### config.mk
export PLATFORM = sky130hd
export DESIGN_NAME = wb_regfile
export DESIGN_NICKNAME = d
export VERILOG_FILES = /design/src/rtl/wb_pkg.sv /design/src/rtl/wb_src_mux.sv /design/src/rtl/wb_regfile.sv
export SDC_FILE = /design/constraint.sdc
export NUM_CORES = 2
export LEC_CHECK = 0
export BUFFER_PORTS_ARGS = -buffer_cell sky130_fd_sc_hd__clkbuf_2
export CORE_AREA = 2 2 348 350
export DETAILED_ROUTE_END_ITERATION = 16
export DIE_AREA = 0 0 350 352
export PLACE_DENSITY = 0.67
export SLEW_MARGIN = 10
export SYNTH_ARGS = -nofsm -noshare
export SYNTH_HDL_FRONTEND = slang
export SYNTH_SLANG_ARGS = --single-unit
### constraint.sdc
create_clock -name CLOCK -period 7.5 [get_ports CLOCK]
set_input_delay 0.75 -clock CLOCK [delete_from_list [all_inputs] [get_ports CLOCK]]
set_output_delay 0.75 -clock CLOCK [all_outputs]
set_load 0.1 [all_outputs]
### src/rtl/wb_pkg.sv
// Shared write-back definitions: source-select encodings, datapath and address widths.
package wb_pkg;

    localparam int unsigned DATA_W = 32;
    localparam int unsigned ADDR_W = 5;
    localparam int unsigned NREGS  = 32;

    typedef enum logic [1:0] {
        WB_SRC_ALU  = 2'b00,
        WB_SRC_MEM  = 2'b01,
        WB_SRC_PC4  = 2'b10,
        WB_SRC_RSVD = 2'b11
    } wb_src_e;

    // Write-back request as seen from the MEM/WB stage.
    typedef struct packed {
        logic              en;
        wb_src_e           src;
        logic [ADDR_W-1:0] addr;
    } wb_req_t;

    // A request changes state only for a live, non-zero, non-reserved destination.
    function automatic logic wb_req_commits(input wb_req_t req);
        return req.en && (req.addr != ADDR_W'(0)) && (req.src != WB_SRC_RSVD);
    endfunction

endpackage

### src/rtl/wb_src_mux.sv
// Write-back source selector; the sole driver of the write-back data seen by the
// register file and by the forwarding unit.
module wb_src_mux
    import wb_pkg::*;
#(
    parameter int unsigned DATA_W = 32
) (
    input  logic [1:0]        i_sel,
    input  logic [DATA_W-1:0] i_alu,
    input  logic [DATA_W-1:0] i_mem,
    input  logic [DATA_W-1:0] i_pc4,
    output logic [DATA_W-1:0] o_data_c
);

    always_comb begin
        o_data_c = '0;
        case (wb_src_e'(i_sel))
            WB_SRC_ALU:  o_data_c = i_alu;
            WB_SRC_MEM:  o_data_c = i_mem;
            WB_SRC_PC4:  o_data_c = i_pc4;
            default:     o_data_c = '0;
        endcase
    end

endmodule

### src/rtl/wb_regfile.sv
// Two-read, one-write register file with write-back source mux and commit counter.
// Define WB_REGFILE_BYPASS_EN to forward a committing write to same-cycle reads.
module wb_regfile
    import wb_pkg::*;
#(
    parameter int unsigned DATA_W = 32,
    parameter int unsigned NREGS  = 32
) (
    input  logic              CLOCK,
    input  logic              RESET,
    input  logic              RegWriteEN_In,
    input  logic [1:0]        Mem2RegSEL_In,
    input  logic [DATA_W-1:0] ALUResult_In,
    input  logic [DATA_W-1:0] MemResult_In,
    input  logic [DATA_W-1:0] PCPlus4_In,
    input  logic [4:0]        WriteBackRegAddr_In,
    input  logic [4:0]        ReadAddrA_In,
    input  logic [4:0]        ReadAddrB_In,
    output logic [DATA_W-1:0] ReadDataA_Out,
    output logic [DATA_W-1:0] ReadDataB_Out,
    output logic [DATA_W-1:0] WriteBackData_Out,
    output logic [31:0]       WriteCount_Out
);

    logic [DATA_W-1:0] r_regs [NREGS];
    logic [31:0]       r_write_count;
    logic [DATA_W-1:0] w_wb_data;
    wb_req_t           w_req;
    logic              w_commit;

    wb_src_mux #(.DATA_W(DATA_W)) u_src_mux (
        .i_sel    (Mem2RegSEL_In),
        .i_alu    (ALUResult_In),
        .i_mem    (MemResult_In),
        .i_pc4    (PCPlus4_In),
        .o_data_c (w_wb_data)
    );

    assign WriteBackData_Out = w_wb_data;

    always_comb begin
        w_req.en   = RegWriteEN_In;
        w_req.src  = wb_src_e'(Mem2RegSEL_In);
        w_req.addr = WriteBackRegAddr_In;
    end

    // Reset outranks any concurrent write, so it also suppresses the bypass.
    assign w_commit = wb_req_commits(w_req) && !RESET
                   && (32'(WriteBackRegAddr_In) < NREGS);

    always_ff @(posedge CLOCK) begin
        if (RESET) begin
            for (int i = 0; i < int'(NREGS); i++) begin
                r_regs[i] <= '0;
            end
            r_write_count <= '0;
        end else if (w_commit) begin
            r_regs[WriteBackRegAddr_In] <= w_wb_data;
            r_write_count               <= r_write_count + 32'd1;
        end
    end

    assign WriteCount_Out = r_write_count;

    // Register 0 and unimplemented addresses always read as zero.
    function automatic logic [DATA_W-1:0] rd_port(input logic [4:0] addr);
        logic [DATA_W-1:0] val;
        val = '0;
        if ((addr != 5'd0) && (32'(addr) < NREGS)) begin
            val = r_regs[addr];
`ifdef WB_REGFILE_BYPASS_EN
            if (w_commit && (addr == WriteBackRegAddr_In)) begin
                val = w_wb_data;
            end
`endif
        end
        return val;
    endfunction

    always_comb begin
        ReadDataA_Out = rd_port(ReadAddrA_In);
        ReadDataB_Out = rd_port(ReadAddrB_In);
    end

endmodule

# Word level (Yosys, flattened, before mapping)
# Memory sizes are Yosys's and may differ from the RTL's.
# Index checks and enable logic that the tools add are counted.
# classes
n_eq_ne	3
add_sub_neg	1
reduce_logical	9
mux	11
# op_table
op	count
$mux 32	3
$pmux 32 s3	1
$add 32x1->32 const B	1
$reduce_or 32->1	1
$reduce_bool 5->1	3
$mux 1	6
$mux 5	1
$logic_and 1x1->1	3
$eq 2x1->1 const B	1
$eq 2x2->1 const B	1
$logic_not 2->1	1
$ne 2x2->1 const B	1
$logic_not 1->1	1
# word_totals
in_bits	116
n_memories	1
mem_bits_rw	1024
regBits	32
# memory_table
memory	words	width	rd	rd_clocked_by_memory_dff	write_ports	line_no	rtl
r_regs	32	32	2	0	32	wb_regfile.sv:25	logic [DATA_W-1:0] r_regs [NREGS];

# Longest topological paths before layout
# depth
word_depth	9
ltp_mapped	8
ltp_nobuf	6

# Cells and area by module
# A second synthesis with hierarchy kept.
# hier_totals
hier_cells	3774
hier_area_um2	57438.8
# by_module_without_submodules
module	cells_each	area_each_um2	instances	seq_area_each_um2
wb_regfile	3697	56651.8	1	31390.1
wb_src_mux	77	787.0	1	0.0

# Worst setup path after synthesis
# OpenSTA, ideal clock, no wires.
# synth_timing
kind	input-to-output
from	input port ReadAddrA_In[1]
to	output port ReadDataA_Out[0]
arrival_ps	3765
path_slack_ps	2985
required_time_ps	6750
cell_stages	7
cell_sequence	buf_2 > buf_2 > clkbuf_1 > buf_1 > mux4_2 > a22oi_1 > a31oi_1
# synth_via
elab_chain_len	2
word_cells_on_any_way	3
cone_classes	mux (1); reduce/logical (1); memory (1)
# synth_rtl
item	line_no	rtl
start: declaration	wb_regfile.sv:17	input logic [4:0] ReadAddrA_In,
$mem_v2 32x32 or $reduce_bool 5->1 (tied branches)	--	
$mux 32 (*)	wb_regfile.sv:69	if ((addr != 5'd0) && (32'(addr) < NREGS)) begin
end: declaration	wb_regfile.sv:19	output logic [DATA_W-1:0] ReadDataA_Out,
# Mark *: on every way between the ends. The rest lies on a longest branch, timed or not.

# Worst setup path in the final report
# layout_timing
from	input port ReadAddrA_In[1]
to	output port ReadDataA_Out[30]
# The elaborated chain is that of the path after synthesis.

==> results_dict.tcl <==
set metrics [dict create \
    hold_end "WriteCount_Out[13]" \
    r2r_cells 5 \
    worst_slew_margin_rel_pct 15.3 \
    synth.distinct_cells 50 \
    synth_top_area_cell "edfxtp_1" \
    die-area_um2 123000 \
    cts_buffers 109 \
    hold_buffers 0 \
    synth-main-ff-cell "edfxtp_1" \
    rr_startpoint "WriteCount_Out[3]" \
    leakagePower_nw 20.6 \
    yosysSeqAreaShare_pct 58.8 \
    drc 0 \
    min_path_cells 2 \
    min-delay-start "RESET" \
    max_freq_mhz 207 \
    ys_ff_latch 1056 \
    holdWs_ps 503 \
    overflow 0 \
    maxSlewViolCount 0 \
    syn_to_final_growth_pct 12.9 \
    antennaDiodeCount 0 \
    hp-class "in -> reg" \
    post-route-period-util_pct 64.3 \
    routed_wl_mm 175 \
    grtUsageTotal_pct 28.3 \
    grt_pass1_wl_mm 251 \
    fin_nets 3932 \
    power.density_nw_per_um2 245 \
    rsz0062_at_grt "false" \
    core.rowCount 127 \
    reg2reg_slack_ps 5110 \
    start_util_pct 44.8 \
    fin_cells 5518 \
    async_reset_ff_share_pct 0 \
    run_status "completed" \
    netlist_instances 3714 \
    finalCriticalPeriod_ps 4820 \
    worstSkewPairLatency_ps 700 \
    wl_per_cell_um 31.8 \
    post_cts_buffers 0 \
    ys_top_cells_by_area "edfxtp_1 (58%), mux4_2 (22%), nor2_1 (7.5%)" \
    cts-root-buf "clkbuf_16" \
    portBuffers 243 \
    place.detailed.hpwl_mm 101 \
    clkSinkCount 1056 \
    worstMarginPinSlew_ps 1270 \
    design_area_um2 60300 \
    max-cap-violations 0 \
    r2r-end "WriteCount_Out[31]" \
    cts_resized 0 \
    via_count 36152 \
    ys_warn_count 0 \
    dp.cells 5316 \
    synth_area_per_cell_um2 14.4 \
    finalSetupViolCount 0 \
    postLayoutCoreUtil_pct 50.5 \
    synthesis.area_um2 53400 \
    critPathCaptureType "output port" \
    antenna_found_initial 4 \
    die_y_um 352 \
    dpl_cell_area_um2 56700 \
    die_w_um 350 \
    crit_fanout 69 \
    cp.required_ps 6750 \
    fin_worst_skew_ps 14.9 \
    max-vdd-ir-drop_uv 203 \
    viasPerCell 6.55 \
    setup_tns_ps 0 \
    drive_gt1_share_pct 29.7 \
    netlist.area_leader.share_pct 57.6 \
    grt_max_degree 111 \
    drt_iter0_drc 4817 \
    clk_pin_slew_ps 60 \
    synth_edf_count 1024 \
    worstPathArrival_ps 4070 \
    cts_tree "built" \
    ios 244 \
    critical_path_class "in -> out" \
    place_congestion 0.858 \
    grt_pass1_vias 36160 \
    dr.pass1.iters 6 \
    ant_nets 0 \
    max-clock-path-buffers 3 \
    startpoint_type "input pin" \
    fp.coreArea_um2 119000 \
    htree_num_levels 3 \
    final_hold_viol_count 0 \
]
state kept, by name, indices dropped and copies added, names as in the netlist:
| signal | flops |
|---|---|
| WriteCount_Out | 32 |
| r_regs | 1024 |
worst max-delay path: stages:
cell and delay, ps:
buf_8 570, buf_4 680, mux4_2 580, mux2_2 270
o21ai_0 440, a31oi_1 170, clkbuf_2 450
cells in the final DEF, fill, tap and decap left out, types with 7 or more instances in the layout:
master      instances
a211o_1            20
a21oi_2            10
a21oi_4            22
a22o_1             42
a22oi_1           170
a31oi_1            64
buf_4             115
bufinv_16          14
clkbuf_1           11
clkbuf_16         113
clkbuf_2          237
clkinv_1           23
clkinv_2           26
clkinvlp_4          7
conb_1             32
dfxtp_1            32
edfxtp_1         1024
inv_1              36
mux2i_1            97
mux4_2            512
nand2_1            23
nand2_2            24
nand2b_2           31
nand3_1             8
nand4_1            14
nor2_1           1059
nor4_1             11
o22ai_1            20
xnor2_1            11
xor2_1             18
per-stage QoR:
stage	total power, mW	worst slack [ps]
after floorplan	8.58	2990
after global placement	9.26	2680
after detailed placement	9.30	2690
after CTS	14.8	2670
after global routing	15.1	2620
final	14.8	2680
power by group:
part	total, mW	internal [mW]	switching [mW]
Combinational	2.27	0.709	1.56
Clock	5.59	3.24	2.35
Sequential	6.93	6.78	0.157
logic make-up (layout without fill, tap and decap cells):
kind of cell / after synthesis / count (layout) / share of synthesized area, %
and+or+nand+nor: 1218 / 1218 / 9.14
DFF: 1056 / 1056 / 58.8
muxes: 611 / 611 / 23.4
buffers and inverters: 439 / 600 / 3.28
AOI/OAI and AO/OA: 359 / 359 / 4.85
xor gates and xnor gates: 29 / 29 / 0.476
adders and majority gates: 1 / 1 / 0.0234
other: 1 / 32 / 0.00702
layout make-up:
type / count / area, um^2
clock inverters: 75 / 742
clock buffers: 127 / 2900
well taps: 1612 / 2020
inverters: 36 / 135
flip-flops and latches: 1056 / 31400
repair buffers: 362 / 2230
multi-input cells: 2250 / 20900
fillers: 9920 / 59000
cell usage after synthesis (all sizes together) (4+ instances only):
library cell / instances
a22o: 42
nand4: 15
nor2: 1065
nor4: 14
mux2i: 97
nand2b: 33
a21oi: 35
mux4: 512
a31oi: 64
and2: 4
nor2b: 7
clkbuf: 307
and4: 5
nand2: 47
o22ai: 20
a211o: 20
dfxtp: 32
xor2: 18
buf: 95
a22oi: 170
nand3: 8
xnor2: 11
edfxtp: 1024
nor3b: 5
inv: 36
per-layer routing:
layer | share of wire (%) | vias to the layer above | wire length [um] | global-route usage [%]
li1 | - | 14491 | - | -
met1 | 35 | 18349 | 61200 | 37.1
met2 | 47 | 2813 | 81700 | 43.7
met3 | 13 | 491 | 22600 | 7.29
met4 | 5.6 | 8 | 9790 | 14.1
met5 | 0.031 | - | 54 | 0
how the worst max path moves through the flow:
stage	end	startpoint
after floorplan	ReadDataA_Out[0]	ReadAddrA_In[1]
after global placement	ReadDataA_Out[2]	ReadAddrA_In[0]
after detailed placement	ReadDataA_Out[2]	ReadAddrA_In[0]
after CTS	ReadDataA_Out[2]	ReadAddrA_In[0]
after global routing	ReadDataA_Out[30]	ReadAddrA_In[1]
final	ReadDataA_Out[30]	ReadAddrA_In[1]
(Power assumes the default switching activity.)
